$ cat src/rtl/mult_div_unit.sv
// mult_div_unit: radix-2 iterative MULT/MULTU/DIV/DIVU with HI/LO (ports clk_i, rst_i, start_i, op_i, a_i, b_i -> busy_o, done_o, hi_o, lo_o)
module mult_div_unit #(
  parameter int Width = 32
) (
  input  logic             clk_i,
  input  logic             rst_i,
  input  logic             start_i,
  input  logic [2:0]       op_i,
  input  logic [Width-1:0] a_i,
  input  logic [Width-1:0] b_i,
  output logic             busy_o,
  output logic             done_o,
  output logic [Width-1:0] hi_o,
  output logic [Width-1:0] lo_o
);
  localparam int CW = $clog2(Width);
  typedef enum logic [1:0] {IDLE, CALC, DONE} state_t;
  state_t state_q, state_d;
  logic [CW-1:0] cnt_q, cnt_d;
  logic [Width-1:0] hi_q, hi_d, lo_q, lo_d, a_q, a_d, opnd_q, opnd_d, quo_q, quo_d, rem_q, rem_d;
  logic div_q, div_d, bz_q, bz_d, qneg_q, qneg_d, rneg_q, rneg_d;
  logic sgn, a_neg, b_neg, ge, accept;
  logic [Width-1:0] a_mag, b_mag, rem_n, quo_n;
  logic [Width:0] sum, shifted;
  logic [2*Width-1:0] prod;
  assign sgn     = (op_i == 3'd0) || (op_i == 3'd2);
  assign a_neg   = sgn & a_i[Width-1];
  assign b_neg   = sgn & b_i[Width-1];
  assign a_mag   = a_neg ? -a_i : a_i;
  assign b_mag   = b_neg ? -b_i : b_i;
  assign accept  = start_i && (state_q != CALC);
  assign sum     = {1'b0, rem_q} + (quo_q[0] ? {1'b0, opnd_q} : '0);
  assign shifted = {rem_q, quo_q[Width-1]};
  assign ge      = shifted >= {1'b0, opnd_q};
  assign rem_n   = div_q ? (ge ? shifted[Width-1:0] - opnd_q : shifted[Width-1:0]) : sum[Width:1];
  assign quo_n   = div_q ? {quo_q[Width-2:0], ge} : {sum[0], quo_q[Width-1:1]};
  assign prod    = qneg_q ? -{rem_n, quo_n} : {rem_n, quo_n};
  always_comb begin
    state_d = state_q == DONE ? IDLE : state_q;
    cnt_d   = cnt_q;
    hi_d    = hi_q;
    lo_d    = lo_q;
    a_d     = a_q;
    opnd_d  = opnd_q;
    quo_d   = quo_q;
    rem_d   = rem_q;
    div_d   = div_q;
    bz_d    = bz_q;
    qneg_d  = qneg_q;
    rneg_d  = rneg_q;
    if (accept) begin
      state_d = op_i[2] ? IDLE : CALC;
      hi_d    = op_i == 3'd4 ? a_i : hi_q;
      lo_d    = op_i == 3'd5 ? a_i : lo_q;
      if (!op_i[2]) begin
        cnt_d  = '0;
        div_d  = op_i[1];
        a_d    = a_i;
        bz_d   = b_i == '0;
        opnd_d = op_i[1] ? b_mag : a_mag;
        quo_d  = op_i[1] ? a_mag : b_mag;
        rem_d  = '0;
        qneg_d = a_neg ^ b_neg;
        rneg_d = op_i[1] & a_neg;
      end
    end else if (state_q == CALC) begin
      cnt_d = cnt_q + 1'b1;
      rem_d = rem_n;
      quo_d = quo_n;
      if (cnt_q == CW'(Width - 1)) begin
        state_d = DONE;
        hi_d    = !div_q ? prod[2*Width-1:Width] : bz_q ? a_q : rneg_q ? -rem_n : rem_n;
        lo_d    = !div_q ? prod[Width-1:0] : bz_q ? '1 : qneg_q ? -quo_n : quo_n;
      end
    end
  end
  always_ff @(posedge clk_i) begin
    if (rst_i) begin
      state_q <= IDLE;
      cnt_q   <= '0;
      hi_q    <= '0;
      lo_q    <= '0;
      a_q     <= '0;
      opnd_q  <= '0;
      quo_q   <= '0;
      rem_q   <= '0;
      div_q   <= 1'b0;
      bz_q    <= 1'b0;
      qneg_q  <= 1'b0;
      rneg_q  <= 1'b0;
    end else begin
      state_q <= state_d;
      cnt_q   <= cnt_d;
      hi_q    <= hi_d;
      lo_q    <= lo_d;
      a_q     <= a_d;
      opnd_q  <= opnd_d;
      quo_q   <= quo_d;
      rem_q   <= rem_d;
      div_q   <= div_d;
      bz_q    <= bz_d;
      qneg_q  <= qneg_d;
      rneg_q  <= rneg_d;
    end
  end
  assign busy_o = state_q == CALC;
  assign done_o = state_q == DONE;
  assign hi_o   = hi_q;
  assign lo_o   = lo_q;
endmodule

$ cat config.mk
export PLATFORM = sky130hd
export DESIGN_NAME = mult_div_unit
export DESIGN_NICKNAME = d
export VERILOG_FILES = /design/src/rtl/mult_div_unit.sv
export SDC_FILE = /design/constraint.sdc
export NUM_CORES = 1
export LEC_CHECK = 0
export CAP_MARGIN = 25
export CORE_ASPECT_RATIO = 1.25
export CORE_MARGIN = 3
export CORE_UTILIZATION = 35
export CTS_CLUSTER_SIZE = 8
export DETAILED_ROUTE_END_ITERATION = 7
export PLACE_DENSITY = 0.64
export SETUP_SLACK_MARGIN = 0.1
export SKIP_CTS_REPAIR_TIMING = 1
export SYNTH_ARGS = -nofsm -noshare
export SYNTH_HDL_FRONTEND = slang
export SYNTH_SLANG_ARGS = --single-unit
export TNS_END_PERCENT = 1
$ cat constraint.sdc
create_clock -name clk_i -period 4.9 [get_ports clk_i]
set_input_delay 0.49 -clock clk_i [delete_from_list [all_inputs] [get_ports clk_i]]
set_output_delay 0.49 -clock clk_i [all_outputs]
set_load 0.03 [all_outputs]
# ---- Word level (Yosys, flattened, before mapping)
# Index checks and enable logic that the tools add are counted.
dict set report word_totals {
  regBits 203
  input_bits 70
  output_inout_bits 66
  wordCells 83
}
dict set report op_classes {
  addsub 8
  n_lt_le_gt_ge 1
  eq_ne 10
  mux 37
  n_bitwise 5
  n_reduce_logical 10
}
# cell n
set ops {}
lappend ops {{32-bit 2-to-1 mux} 28}
lappend ops {{32-bit negation} 4}
lappend ops {{64-bit 2-to-1 mux} 1}
lappend ops {{64-bit negation} 1}
lappend ops {{32-bit by 32-bit adder with 33-bit output} 1}
lappend ops {{33-bit by 32-bit >= comparator with 1-bit output} 1}
lappend ops {{32-bit zero test} 1}
lappend ops {{32-bit subtractor} 1}
lappend ops {{5-bit 2-to-1 mux} 3}
lappend ops {{2-bit 2-to-1 mux} 4}
lappend ops {{3-bit equality test (second input constant)} 2}
lappend ops {{2-bit by 1-bit inequality test with 1-bit output (second input constant)} 3}
lappend ops {{3-bit AND reduction} 2}
lappend ops {{5-bit by 1-bit adder with 5-bit output (second input constant)} 1}
lappend ops {{5-bit equality test (second input constant)} 1}
lappend ops {{2-bit AND reduction} 2}
lappend ops {{2-bit nonzero test} 2}
lappend ops {{1-bit AND} 3}
lappend ops {{3-bit by 2-bit equality test with 1-bit output (second input constant)} 1}
lappend ops {{3-bit zero test} 1}
lappend ops {{2-bit by 1-bit equality test with 1-bit output (second input constant)} 1}
lappend ops {{2-bit equality test (second input constant)} 1}
lappend ops {{2-bit inequality test (second input constant)} 1}
lappend ops {{1-bit logical AND} 1}
lappend ops {{4 further kinds} 4}

# ---- Logic depth before layout (Yosys ltp)
dict set report logic_depth {
  depth_word 10
  depth_mapped 22
  mapped_depth_nobuf 20
}

# ---- Worst setup path after synthesis
# Ideal clock, no wire load.
dict set report synth_timing {
  path_kind {reg-to-reg}
  startpoint {register opnd_q[4]}
  endpoint {register hi_q[30] (netlist: hi_o[30])}
  setup_time_ns 0.086
  t_arrival_ns 5.079
  required_ns 4.814
  slack_ns -0.265
  stages_incl_launch_ff 22
  n_path_buf 1
  synth_period_minus_slack_ns 5.165
  path_cell_list {dfxtp_1 -> inv_1 -> ha_1 -> a21o_1 -> a31o_1 -> o2111a_1 -> a221o_1 -> nor2_2 -> buf_2 -> a21oi_1 -> inv_2 -> ha_1 -> o2111ai_1 -> or3_1 -> or3_1 -> or4_1 -> nor4_1 -> and4_1 -> nand4_1 -> o31ai_1 -> nor2_1 -> a211oi_1}
}
dict set report synth_between {
  elab_chain_cells 10
  elab_cells_between_ends 16
  cone_classes {add/sub: 4; order compare: 1; mux: 11}
}
# item line
set synth_lines {}
lappend synth_lines {{start: declaration} 20} ;# logic [Width-1:0] hi_q, hi_d, lo_q, lo_d, a_q, a_d, opnd_q, opnd_d, quo_q, quo_d, rem_q, rem_d;
lappend synth_lines {{start signal: assignment} 97} ;# opnd_q <= opnd_d;
lappend synth_lines {{32-bit 2-to-1 mux (tied with other cells)} 32} ;# assign sum = {1'b0, rem_q} + (quo_q[0] ? {1'b0, opnd_q} : '0);
lappend synth_lines {{32-bit by 32-bit adder with 33-bit output or 32-bit 2-to-1 mux (tied branches)} {32, 35}}
lappend synth_lines {{32-bit 2-to-1 mux} 35} ;# assign rem_n = div_q ? (ge ? shifted[Width-1:0] - opnd_q : shifted[Width-1:0]) : sum[Width:1];
lappend synth_lines {{32-bit negation} 72} ;# hi_d = !div_q ? prod[2*Width-1:Width] : bz_q ? a_q : rneg_q ? -rem_n : rem_n;
lappend synth_lines {{32-bit 2-to-1 mux (2 in a row)} 72}
lappend synth_lines {{32-bit 2-to-1 mux *} 72}
lappend synth_lines {{32-bit 2-to-1 mux *} 70} ;# if (cnt_q == CW'(Width - 1)) begin
lappend synth_lines {{32-bit 2-to-1 mux *} 66} ;# end else if (state_q == CALC) begin
lappend synth_lines {{32-bit 2-to-1 mux *} 51} ;# if (accept) begin
lappend synth_lines {{end signal: assignment} 94} ;# hi_q <= hi_d;
lappend synth_lines {{end: declaration} 20}
# Mark *: on every way between the ends. The rest lies on a longest branch, timed or not. The select of a mux whose other input is x is not followed.
# A chain may end at the register's enable or synchronous reset.

# ---- Worst setup path after layout
dict set report layout_timing {
  startpoint {register opnd_q[26]}
  endpoint {register hi_q[22] (netlist: hi_o[22])}
}
dict set report layout_between {
  elab_chain_cells 10
  elab_cells_between_ends 13
  cone_classes {add/sub: 2; order compare: 1; mux: 10}
}
# item line
set layout_lines {}
lappend layout_lines {{33-bit by 32-bit >= comparator with 1-bit output *} 34} ;# assign ge = shifted >= {1'b0, opnd_q};
lappend layout_lines {{32-bit 2-to-1 mux (2 in a row)} 35}
lappend layout_lines {{32-bit negation} 72}
lappend layout_lines {{32-bit 2-to-1 mux (2 in a row)} 72}
lappend layout_lines {{32-bit 2-to-1 mux *} 72}
lappend layout_lines {{32-bit 2-to-1 mux *} 70}
lappend layout_lines {{32-bit 2-to-1 mux *} 66}
lappend layout_lines {{32-bit 2-to-1 mux *} 51}
# Marks and branches as above.

==> flow_summary.toml <==
[setup_path]
path_buf_inv = 3
end_kind = "flop"
worstPathArrival_ns = 5.31
cp.required_ns = 5.38
crit_start = "opnd_q[26]$_SDFFE_PP0P_"
ff2ff_path_depth = 21
cp.depth = 21
critPathMaxFanout = 4
r2r-start = "opnd_q[26]$_SDFFE_PP0P_"
crit_type = "flop to flop"
crit_family = "simple AND/OR/NAND/NOR gates"
crit_slowest_cell = "or4_4"
path_common_cell = "ha_4"
cp_slowest_stage_delay_ns = 0.55
critPathLaunchType = "flop"
rrSetupSlack_ns = 0.07
cp_cell_sequence = "inv_1 > ha_4 > nand4_4 > nor3_2 > a2111oi_4 > o211ai_2 > nor2_4 > a21oi_4 > inv_4 > ha_4 > o2111ai_4 > or4_4 > or3_4 > or2_4 > nor4_4 > nand4_1 > buf_6 > o31ai_4 > xor2_1 > nand2_1 > a221oi_2"
rr_endpoint = "hi_o[22]$_SDFFE_PP0P_"
crit_path_end = "hi_o[22]$_SDFFE_PP0P_"

[final_layout]
layout-drive-gt1-share_pct = 17.21
register_area_sq_um = 4076
antenna_cells = 0
final_nets = 2994
synthToLayoutAreaGrowth_pct = 28.80
multi_input_area_sq_um = 13810
fillers = 5110

[global_routing]
grt-ovfl-total = 0
track_usage_pct = 28.96
grt_pass1_wl_mm = 124.9
grt_pass1_vias = 20942
antenna_found_initial = 1
grt_max_degree = 71

[timing]
finClkSkew_ns = 0.01414
slew-limit-headroom_pct = 32.40
post-route-period-util_pct = 98.60
slew_viol_final = 0
layout_min_cycle_time_ns = 4.831
fmax_ghz = 0.2070
finalHoldViolCount = 0
rsz0062_at_grt = "yes"
tightest_slew_ns = 1.012
fin_ws_ns = 0.06870
setup_viol = 0

[clock_network]
clock_sinks = 203
cts_root_buffer = "clkbuf_16"
cts_made_buffers = 29
cts-htree-levels = 1
clock_latency_ns = 0.57
cts_tree = "yes"
clk_path_buf_depth = 3
clk_pin_slew_ns = 0.05

[route]
vias = 21459
wl_mm = 83.54
wl_per_cell_um = 23.79
drcViolationCount = 0
vias_per_cell = 6.112
drt-initial-drc-count = 1963
ant_nets = 0
dr.pass1.iters = 6

[synth]
ys_seq_area_share_pct = 22.31
synth_fp_nets = 2709
ys_ff_latch = 203
postSynthAreaPerCell_sq_um = 7.097
yosys_most_used_dff = "dfxtp_1"
syn_inst = 2567
yosysWarnings = 0
syn_area_sq_um = 18220
ys_async_sr_fraction_pct = 0
synth-edff-count = 0
yosys.cell_types.count = 102

[die]
core_area_sq_um = 50990
ios = 136
die_h_um = 261.1
die_w_um = 210.1
core.rowCount = 92
die_area_sq_um = 54840
initial_core_util_pct = 35.73

[pwr]
max-vdd-ir-drop_mv = 0.2188
p_leak_nw = 8.915
power.total_w = 0.005725
p_per_area_nw_per_um2 = 244.0

[hold_path]
hp-class = "input port to flop"

[status]
status = "finished, final reports clean"

[placed_design]
dpl.hpwl_mm = 63.81
portBuffers = 135
pre_cts_ws_ns = -0.2141
place_congestion = 1.027

[flow_run]
cap_viol_max_count = 0
-- worst min path at each step --
| stage | start | endpoint | slack, ns | cells past startpoint |
|---|---|---|---|---|
| after global routing | rst_i | a_q[22]$_SDFFE_PP0P_ | 0.41 | 2 |
| after global placement | a_q[10]$_SDFFE_PP0P_ | a_q[10]$_SDFFE_PP0P_ | 0.44 | 2 |
| after floorplan | a_q[10]$_SDFFE_PP0P_ | a_q[10]$_SDFFE_PP0P_ | 0.43 | 2 |
| after CTS | rst_i | quo_q[13]$_SDFFE_PP0P_ | 0.38 | 2 |
| after detailed placement | a_q[4]$_SDFFE_PP0P_ | a_q[4]$_SDFFE_PP0P_ | 0.44 | 2 |
| final | rst_i | a_q[25]$_SDFFE_PP0P_ | 0.41 | 2 |
-- registers in the layout, indices dropped and copies added (netlist names), 2 cells and up --
| register | flops |
|---|---|
| rem_q | 32 |
| a_q | 32 |
| state_q | 2 |
| lo_o | 32 |
| opnd_q | 32 |
| hi_o | 32 |
| cnt_q | 5 |
| quo_q | 32 |
-- Yosys cell counts, drive strengths merged (11+ instances only) --
library cell / n / area [sq um]
nand2: 377 / 1418
a21oi: 266 / 1331
nor2: 240 / 903.4
dfxtp: 203 / 4064
clkbuf: 146 / 549.3
o21ai: 134 / 670.7
xor2: 85 / 744.5
xnor2: 80 / 700.7
o211ai: 77 / 583.1
ha: 70 / 875.8
inv: 69 / 259.0
nor3: 67 / 360.4
nand3: 58 / 290.3
mux2i: 52 / 520.5
and2: 47 / 294.0
o221ai: 46 / 402.9
buf: 44 / 221.5
a211oi: 41 / 320.3
nand4: 36 / 250.2
o31ai: 27 / 207.7
a21o: 26 / 195.2
nor4: 25 / 183.9
or3: 22 / 137.6
a31oi: 20 / 125.1
or4: 20 / 153.9
a22oi: 19 / 142.6
and3: 19 / 118.9
o21a: 18 / 135.1
nand2b: 16 / 100.1
a311oi: 15 / 137.6
o41ai: 13 / 128.9
o2111ai: 12 / 105.1
a221oi: 11 / 102.6
o22ai: 11 / 68.82
-- metrics by stage --
stage / TNS [ns] / hold slack (ns) / utilization, % / std cells / cell area (sq um)
6_report: 0 / 0.4065 / 46.02 / 3511 / 23470
2_1_floorplan: 0 / 0.4312 / - / 2567 / 18380
4_1_cts: -0.6997 / 0.3844 / 44.76 / 3499 / 22830
3_3_place_gp: -0.2462 / 0.4390 / 43.26 / 3466 / 22060
3_5_place_dp: -0.5426 / 0.4433 / 43.31 / 3467 / 22090
5_1_grt: -0.08507 / 0.4139 / 46.02 / 3511 / 23470
-- cells in the final DEF, fill, tap and decap left out, types with 46 or more instances in the layout --
cell,instances
a21oi_1,256
buf_4,302
clkdlybuf4s50_1,133
dfxtp_1,195
inv_1,65
mux2i_1,52
nand2_1,372
nand3_1,56
nor2_1,236
nor3_1,60
o211ai_1,76
o21ai_0,115
o221ai_1,46
xnor2_1,77
xor2_1,84
-- layer usage --
metal	vias up	wire length, um	global-route usage, %
met3	283	5803	3.822
li1	9936	-	-
met5	-	13	0
met1	10205	32740	34.91
met2	1033	39430	49.52
met4	2	5560	16.81
-- cells by family (layout without fill, tap and decap cells) --
| kind of cell | after synthesis | in the layout | share of synthesized area [%] |
|---|---|---|---|
| adders and majority gates | 72 | 72 | 5.027 |
| AOI/OAI and AO/OA | 830 | 830 | 30.47 |
| and+or+nand+nor | 977 | 977 | 25.28 |
| DFF | 203 | 203 | 22.31 |
| xor gates and xnor gates | 165 | 165 | 7.932 |
| muxes | 59 | 59 | 3.290 |
| buffers and inverters | 261 | 547 | 5.693 |
-- power by group --
group / switching (W) / internal [W] / total (W)
Clock: 0.000776 / 0.00103 / 0.00181
Sequential: 0.0000667 / 0.00173 / 0.00179
Combinational: 0.00129 / 0.000834 / 0.00213
Total: 0.00213 / 0.00359 / 0.00572
-- cell type report --
cell class / count / share of cell area, %
Clock buffer: 31 / 3.125
Inverter: 71 / 1.146
Timing Repair Buffer: 444 / 15.96
Sequential cell: 203 / 17.37
Multi-Input combinational cell: 2103 / 58.87
Tap cell: 658 / 3.509
Clock inverter: 1 / 0.02133
(Power assumes the default switching activity.)
